## config.mk

```make
export PLATFORM = sky130hd
export DESIGN_NAME = receiver
export DESIGN_NICKNAME = d
export VERILOG_FILES = /design/src/rtl/uart_pkg.sv /design/src/rtl/rx_fifo.sv /design/src/rtl/receiver.sv
export SDC_FILE = /design/constraint.sdc
export NUM_CORES = 1
export LEC_CHECK = 0
export BUFFER_PORTS_ARGS = -buffer_cell sky130_fd_sc_hd__buf_4
export CAP_MARGIN = 20
export CELL_PAD_IN_SITES_DETAIL_PLACEMENT = 1
export CELL_PAD_IN_SITES_GLOBAL_PLACEMENT = 1
export CORE_ASPECT_RATIO = 2
export CORE_MARGIN = 10
export CORE_UTILIZATION = 56
export CTS_CLUSTER_SIZE = 24
export DETAILED_ROUTE_END_ITERATION = 12
export PLACE_DENSITY_LB_ADDON = 0.05
export SLEW_MARGIN = 15
export SYNTH_ARGS = -nofsm -noshare
export SYNTH_HDL_FRONTEND = slang
export SYNTH_HIERARCHICAL = 1
export SYNTH_SLANG_ARGS = --single-unit
```

## constraint.sdc

```tcl
create_clock -name i_clk -period 5.08 [get_ports i_clk]
set_input_delay 0.762 -clock i_clk [delete_from_list [all_inputs] [get_ports i_clk]]
set_output_delay 0.762 -clock i_clk [all_outputs]
set_load 0.005 [all_outputs]
```

## src/rtl/uart_pkg.sv

```systemverilog
// -----------------------------------------------------------------------------
// uart_pkg
// Definitions shared by the UART receive and transmit paths.
//   DEF_DEPTH  : default receive FIFO depth (entries)
//   DEF_OVS    : default baud ticks per serial bit
//   byte_t     : one serial data byte
//   rx_state_t : receive framing FSM states
//   parity_of  : even-parity bit of a byte (XOR of all bits)
// -----------------------------------------------------------------------------
package uart_pkg;

  localparam int DEF_DEPTH = 8;
  localparam int DEF_OVS   = 16;

  typedef logic [7:0] byte_t;

  typedef enum logic [2:0] {
    IDLE,
    START,
    DATA,
    PARITY,
    STOP
  } rx_state_t;

  function automatic logic parity_of(input byte_t b);
    return ^b;
  endfunction

endpackage

```

## src/rtl/rx_fifo.sv

```systemverilog
// -----------------------------------------------------------------------------
// rx_fifo
// First-word fall-through receive FIFO.
// Parameters:
//   DEPTH   : number of entries, power of two, at least 2
// Ports:
//   i_clk   : clock, rising edge
//   i_rst   : asynchronous active-low reset
//   push    : write din this cycle
//   pop     : advance the head this cycle (ignored while empty)
//   din     : byte to write
//   dout    : current head byte
//   valid   : FIFO non-empty
//   full    : FIFO holds DEPTH entries
//   overrun : one-cycle pulse after a push was dropped because the FIFO was full
// -----------------------------------------------------------------------------
module rx_fifo
  import uart_pkg::*;
#(
  parameter int DEPTH = DEF_DEPTH
) (
  input  logic  i_clk,
  input  logic  i_rst,
  input  logic  push,
  input  logic  pop,
  input  byte_t din,
  output byte_t dout,
  output logic  valid,
  output logic  full,
  output logic  overrun
);

  localparam int AW = $clog2(DEPTH);

  // One extra pointer bit separates the full case from the empty case.
  logic [AW:0] wr_ptr;
  logic [AW:0] rd_ptr;
  byte_t       mem [DEPTH];
  logic        empty;
  logic        do_pop;
  logic        do_push;

  assign empty = (wr_ptr == rd_ptr);
  assign full  = (wr_ptr[AW] != rd_ptr[AW]) && (wr_ptr[AW-1:0] == rd_ptr[AW-1:0]);
  assign valid = ~empty;
  assign dout  = mem[rd_ptr[AW-1:0]];

  // A pop while full frees the slot this push needs; a pop while empty is void.
  assign do_pop  = pop & ~empty;
  assign do_push = push & (~full | do_pop);

  always_ff @(posedge i_clk or negedge i_rst) begin
    if (!i_rst) begin
      wr_ptr  <= '0;
      rd_ptr  <= '0;
      overrun <= 1'b0;
      for (int i = 0; i < DEPTH; i++) begin
        mem[i] <= '0;
      end
    end else begin
      if (do_push) begin
        mem[wr_ptr[AW-1:0]] <= din;
        wr_ptr              <= wr_ptr + 1'b1;
      end
      if (do_pop) begin
        rd_ptr <= rd_ptr + 1'b1;
      end
      overrun <= push & full & ~do_pop;
    end
  end

endmodule

```

## src/rtl/receiver.sv

```systemverilog
// -----------------------------------------------------------------------------
// receiver
// UART receive path: 2-flop line synchronizer, oversampled framing FSM
// (start / 8 data bits LSB first / optional even parity / stop) and a
// first-word fall-through receive FIFO.
// Build option: define RX_PARITY_EN to expect an even-parity bit after the
// data bits; otherwise o_parity_err is tied low.
// Parameters:
//   DEPTH        : FIFO entries, power of two, at least 2
//   OVS          : baud ticks per bit, even, at least 4
// Ports:
//   i_clk        : clock, rising edge
//   i_rst        : asynchronous active-low reset
//   i_baud       : single-cycle tick at OVS times the bit rate
//   i_rx         : asynchronous serial line, idles high
//   i_read       : pop the FIFO head
//   o_data       : FIFO head byte
//   o_valid      : FIFO non-empty
//   o_full       : FIFO full
//   o_frame_err  : one-cycle pulse on a bad stop bit
//   o_overrun    : one-cycle pulse when a good byte is dropped (FIFO full)
//   o_parity_err : one-cycle pulse on a parity mismatch
// -----------------------------------------------------------------------------
module receiver
  import uart_pkg::*;
#(
  parameter int DEPTH = DEF_DEPTH,
  parameter int OVS   = DEF_OVS
) (
  input  logic       i_clk,
  input  logic       i_rst,
  input  logic       i_baud,
  input  logic       i_rx,
  input  logic       i_read,
  output logic [7:0] o_data,
  output logic       o_valid,
  output logic       o_full,
  output logic       o_frame_err,
  output logic       o_overrun,
  output logic       o_parity_err
);

  localparam int                TICK_W    = $clog2(OVS);
  localparam logic [TICK_W-1:0] HALF_LAST = TICK_W'(OVS / 2 - 1);
  localparam logic [TICK_W-1:0] FULL_LAST = TICK_W'(OVS - 1);

  logic              rx_sync_p0;
  logic              rx_sync_p1;
  logic              rx;
  rx_state_t         state;
  rx_state_t         state_nxt;
  logic [TICK_W-1:0] tick_cnt;
  logic [2:0]        bit_cnt;
  byte_t             shift_p1;
  logic              half_done;
  logic              bit_done;
  logic              push;
  logic              frame_err_d;
  logic              frame_err_p1;

  // ---- stage p0/p1: line synchronizer (idles high) ----
  always_ff @(posedge i_clk or negedge i_rst) begin
    if (!i_rst) begin
      rx_sync_p0 <= 1'b1;
      rx_sync_p1 <= 1'b1;
    end else begin
      rx_sync_p0 <= i_rx;
      rx_sync_p1 <= rx_sync_p0;
    end
  end

  assign rx = rx_sync_p1;

  // Mid-start-bit point and full bit period, both only on a baud tick.
  assign half_done = i_baud && (tick_cnt == HALF_LAST);
  assign bit_done  = i_baud && (tick_cnt == FULL_LAST);

  always_ff @(posedge i_clk or negedge i_rst) begin
    if (!i_rst) begin
      state <= IDLE;
    end else begin
      state <= state_nxt;
    end
  end

  always_comb begin
    state_nxt = state;
    case (state)
      IDLE:    if (i_baud && !rx) state_nxt = START;
      START:   if (half_done) state_nxt = rx ? IDLE : DATA;
`ifdef RX_PARITY_EN
      DATA:    if (bit_done && bit_cnt == 3'd7) state_nxt = PARITY;
      PARITY:  if (bit_done) state_nxt = STOP;
`else
      DATA:    if (bit_done && bit_cnt == 3'd7) state_nxt = STOP;
      PARITY:  state_nxt = IDLE;
`endif
      STOP:    if (bit_done) state_nxt = IDLE;
      default: state_nxt = IDLE;
    endcase
  end

`ifdef RX_PARITY_EN
  logic parity_bad;
  logic parity_err_d;
  logic parity_err_p1;
`endif

  // A bad stop bit wins over a parity mismatch; only one error pulses.
  always_comb begin
    push        = 1'b0;
    frame_err_d = 1'b0;
`ifdef RX_PARITY_EN
    parity_err_d = 1'b0;
`endif
    if (state == STOP && bit_done) begin
      if (!rx) frame_err_d = 1'b1;
`ifdef RX_PARITY_EN
      else if (parity_bad) parity_err_d = 1'b1;
`endif
      else push = 1'b1;
    end
  end

  // ---- stage p1: bit counters, data shift register, error pulses ----
  always_ff @(posedge i_clk or negedge i_rst) begin
    if (!i_rst) begin
      tick_cnt     <= '0;
      bit_cnt      <= '0;
      shift_p1     <= '0;
      frame_err_p1 <= 1'b0;
    end else begin
      if (i_baud) begin
        if (state == IDLE || (state == START && half_done) || bit_done) begin
          tick_cnt <= '0;
        end else begin
          tick_cnt <= tick_cnt + 1'b1;
        end
      end
      if (state != DATA) begin
        bit_cnt <= '0;
      end else if (bit_done) begin
        bit_cnt <= bit_cnt + 3'd1;
      end
      if (state == DATA && bit_done) begin
        shift_p1 <= {rx, shift_p1[7:1]};
      end
      frame_err_p1 <= frame_err_d;
    end
  end

`ifdef RX_PARITY_EN
  // Even parity: data bits plus parity bit must XOR to zero.
  always_ff @(posedge i_clk or negedge i_rst) begin
    if (!i_rst) begin
      parity_bad    <= 1'b0;
      parity_err_p1 <= 1'b0;
    end else begin
      if (state == PARITY && bit_done) begin
        parity_bad <= parity_of(shift_p1) ^ rx;
      end
      parity_err_p1 <= parity_err_d;
    end
  end

  assign o_parity_err = parity_err_p1;
`else
  assign o_parity_err = 1'b0;
`endif

  assign o_frame_err = frame_err_p1;

  rx_fifo #(
    .DEPTH (DEPTH)
  ) u_fifo (
    .i_clk   (i_clk),
    .i_rst   (i_rst),
    .push    (push),
    .pop     (i_read),
    .din     (shift_p1),
    .dout    (o_data),
    .valid   (o_valid),
    .full    (o_full),
    .overrun (o_overrun)
  );

endmodule

```

==> metrics.yaml <==
totalWireLength_um: 9800
clkTransAtPathRegs_ns: 0.07
h-tree-depth: 3
avgSynthCellArea_sq_um: 14.9
synth-seq-cells: 94
max-vdd-ir-drop_mv: 0.325
dp_hpwl_um: 6380
ant_nets: 0
clk_path_buf_depth: 2
drtIter0Drc: 86
synth.distinct_cells: 53
timing.critical_path.buf_inv: 0
final_area_sq_mm: 0.00501
yosys.area_share.simple: 0.0665
yosys.area_share.adder: 0.0139
num_vias: 2541
synth.cell_area_sq_mm: 0.00449
cp-end-kind: "flip-flop"
cpMaxStageDelayCell: "nor4_1"
dieArea_sq_mm: 0.0122
status: "finished, final reports clean"
power.total_mw: 1.65
syn_nets: 312
cts_resized: 0
grt_max_degree: 65
setup_viol: 0
synth_cells: 302
place_congestion: 0.802
place_area_sq_mm: 0.00467
path_class: "flip-flop to flip-flop"
hold_ws_ns: 0.367
critical_path.top_delay_family: "simple AND/OR/NAND/NOR gates"
grt_antenna_before_repair: 0
async_flop_share: 1.00
synth_compound_area_frac: 0.0610
grt_pass1_vias: 2988
cp_max_fo: 8
num_antenna_cells: 0
postCtsSetupBuffers: 0
dp_worst_setup_slack_ns: 1.64
muxShareOfSynthArea: 0.288
die_w_um: 83.3
min_period_over_period: 0.638
drive_above_1_share: 0.459
critPathLaunchType: "flip-flop"
numCtsBuffers: 9
hp-class: "flip-flop to flip-flop"
grt_remaining_overflow: 0
synth-xor-area-share: 0.0248
maxSlewViolCount: 0
cp_cell_sequence: "ha_1 -> nand4_1 -> nor4_1 -> nor2b_1 -> o2111ai_2 -> mux2_2"
dpl.cell_count: 400
first_pass_iters: 4
final_nets: 325
cellPowerDensity_mw_per_mm2: 330
wire_per_inst_um: 23.6
worstSkewPairLatency_ns: 0.34
swShare: 0.217
cts_tree: "yes"
die_y_um: 147
synth_edf_count: 0
pwr-share-clk: 0.468
viasPerCell: 6.11
drc_errors: 0
grt_pass1_wl_um: 16000
fin_ws_ns: 1.84
layout_common_cells: "dfrtp_1, mux2_2, buf_4, mux4_2"
synth_top_family_by_area: "multiplexers"
ys.flop_type: "dfrtp_1"
layout_commonest_cell: "dfrtp_1"
rows: 46
power.internal_mw: 1.30
power_frac_seq: 0.480
finalCriticalPeriod_ns: 3.24
hold_viol_final: 0
ys_seq_area_frac: 0.524
drv_cap: 0
num_io_pins: 18
cp.arrival_ns: 3.47
skew_ns: 0.00534
fmax_mhz: 308
critPathMaxStageDelay_ns: 0.67
design.core.area_sq_mm: 0.00789
syn2layout_area_growth_pct: 11.6
tightest_slew_ns: 0.971
yosysWarnings: 6
fin_cells: 416
grtUsageTotal: 0.169
cts-root-buf: "clkbuf_16"
finalSetupTns_ns: 0
leakagePower_nw: 2.43
relSlewSlack: 0.353
cts_hold_buf: 0
start_util: 0.570
port_buffers: 16
p_switching_uw: 359
worstPathRequired_ns: 5.31
cts_num_sinks: 94
finalCoreUtilization: 0.636
pwr-share-comb: 0.052
rsz0062_at_grt: "no"
## cell type report
cell class | instances | area (sq um)
fillers | 734 | 2870
repair buffers | 18 | 135
clock inverters | 6 | 109
well taps | 96 | 120
flip-flops and latches | 94 | 2350
clock buffers | 10 | 239
inverters | 3 | 11.3
multi-input cells | 189 | 2040
## synth_stat cells, types with 2 or more instances
cell type	count	area (sq um)
nand3b_1	2	15.0
xnor2_1	8	70.1
dfstp_2	2	52.6
ha_1	5	62.6
nor2b_1	4	25.0
nand2b_1	5	31.3
inv_1	3	11.3
a21oi_1	3	15.0
mux2_2	79	890
nand4_1	2	12.5
o21ai_0	4	20.0
nand2_1	9	33.8
nor3_1	2	10.0
nor4_1	2	12.5
nor2_1	3	11.3
nand3_1	4	20.0
mux2_1	3	33.8
or4_1	2	15.0
clkbuf_1	6	22.5
o211ai_4	5	106
mux4_2	16	360
xnor2_2	2	32.5
dfrtp_1	92	2300
buf_4	2	15.0
nor3b_1	2	15.0
and3_1	2	12.5
buf_2	7	35.0
## state kept, by name (all words and copies together), names as in the netlist
register and cells:
bit_cnt 3, u_fifo/overrun 1, o_frame_err 1, u_fifo/rd_ptr 4
shift_p1 8, rx_sync_p0 1, state 3, u_fifo/mem 64
u_fifo/wr_ptr 4, rx 1, tick_cnt 4
## metal layers
| metal | vias to the layer above | GRT usage | part of all wire |
|---|---|---|---|
| li1 | 1142 | - | - |
| met1 | 1358 | 0.165 | 0.37 |
| met2 | 29 | 0.326 | 0.59 |
| met3 | 12 | 0.0371 | 0.020 |
| met4 | 0 | 0.0702 | 0.021 |
| met5 | - | 0 | 0 |
## kinds of logic (layout without fill, tap and decap cells)
family,after synthesis,after routing
buffers and inverters,19,37
DFF,94,94
xor gates and xnor gates,11,11
other,1,1
AOI/OAI and AO/OA,26,26
and+or+nand+nor,47,47
adders and majority gates,5,5
muxes,99,99
## power by group through the flow
stage	clock network, mW	registers [mW]	logic [mW]
global placement	0	0.807	0.0845
global route	0.821	0.797	0.100
floorplan	0	0.794	0.0645
finish	0.775	0.793	0.0858
detailed placement	0	0.807	0.0890
CTS	0.792	0.793	0.0892
## path summary, 6_finish.rpt
kind	start	to	slack, ns	depth (start not counted)
setup / recovery	tick_cnt[0]	u_fifo/mem[37]	1.84	6
hold / removal	rx_sync_p0	rx	0.37	0
setup reg to reg	tick_cnt[0]	u_fifo/mem[37]	1.84	6
hold reg to reg	rx_sync_p0	rx	0.37	0
max in group asynchronous	i_rst	rx	3.61	2
min in group asynchronous	i_rst	u_fifo/rd_ptr[3]	0.50	1
## worst reg2reg max path: stages, from the launching register on
cell	delay, ns
dfrtp_1	0.38
ha_1	0.27
nand4_1	0.41
nor4_1	0.67
nor2b_1	0.58
o2111ai_2	0.42
mux2_2	0.40
Note: power is estimated with default switching activity, not from simulation.
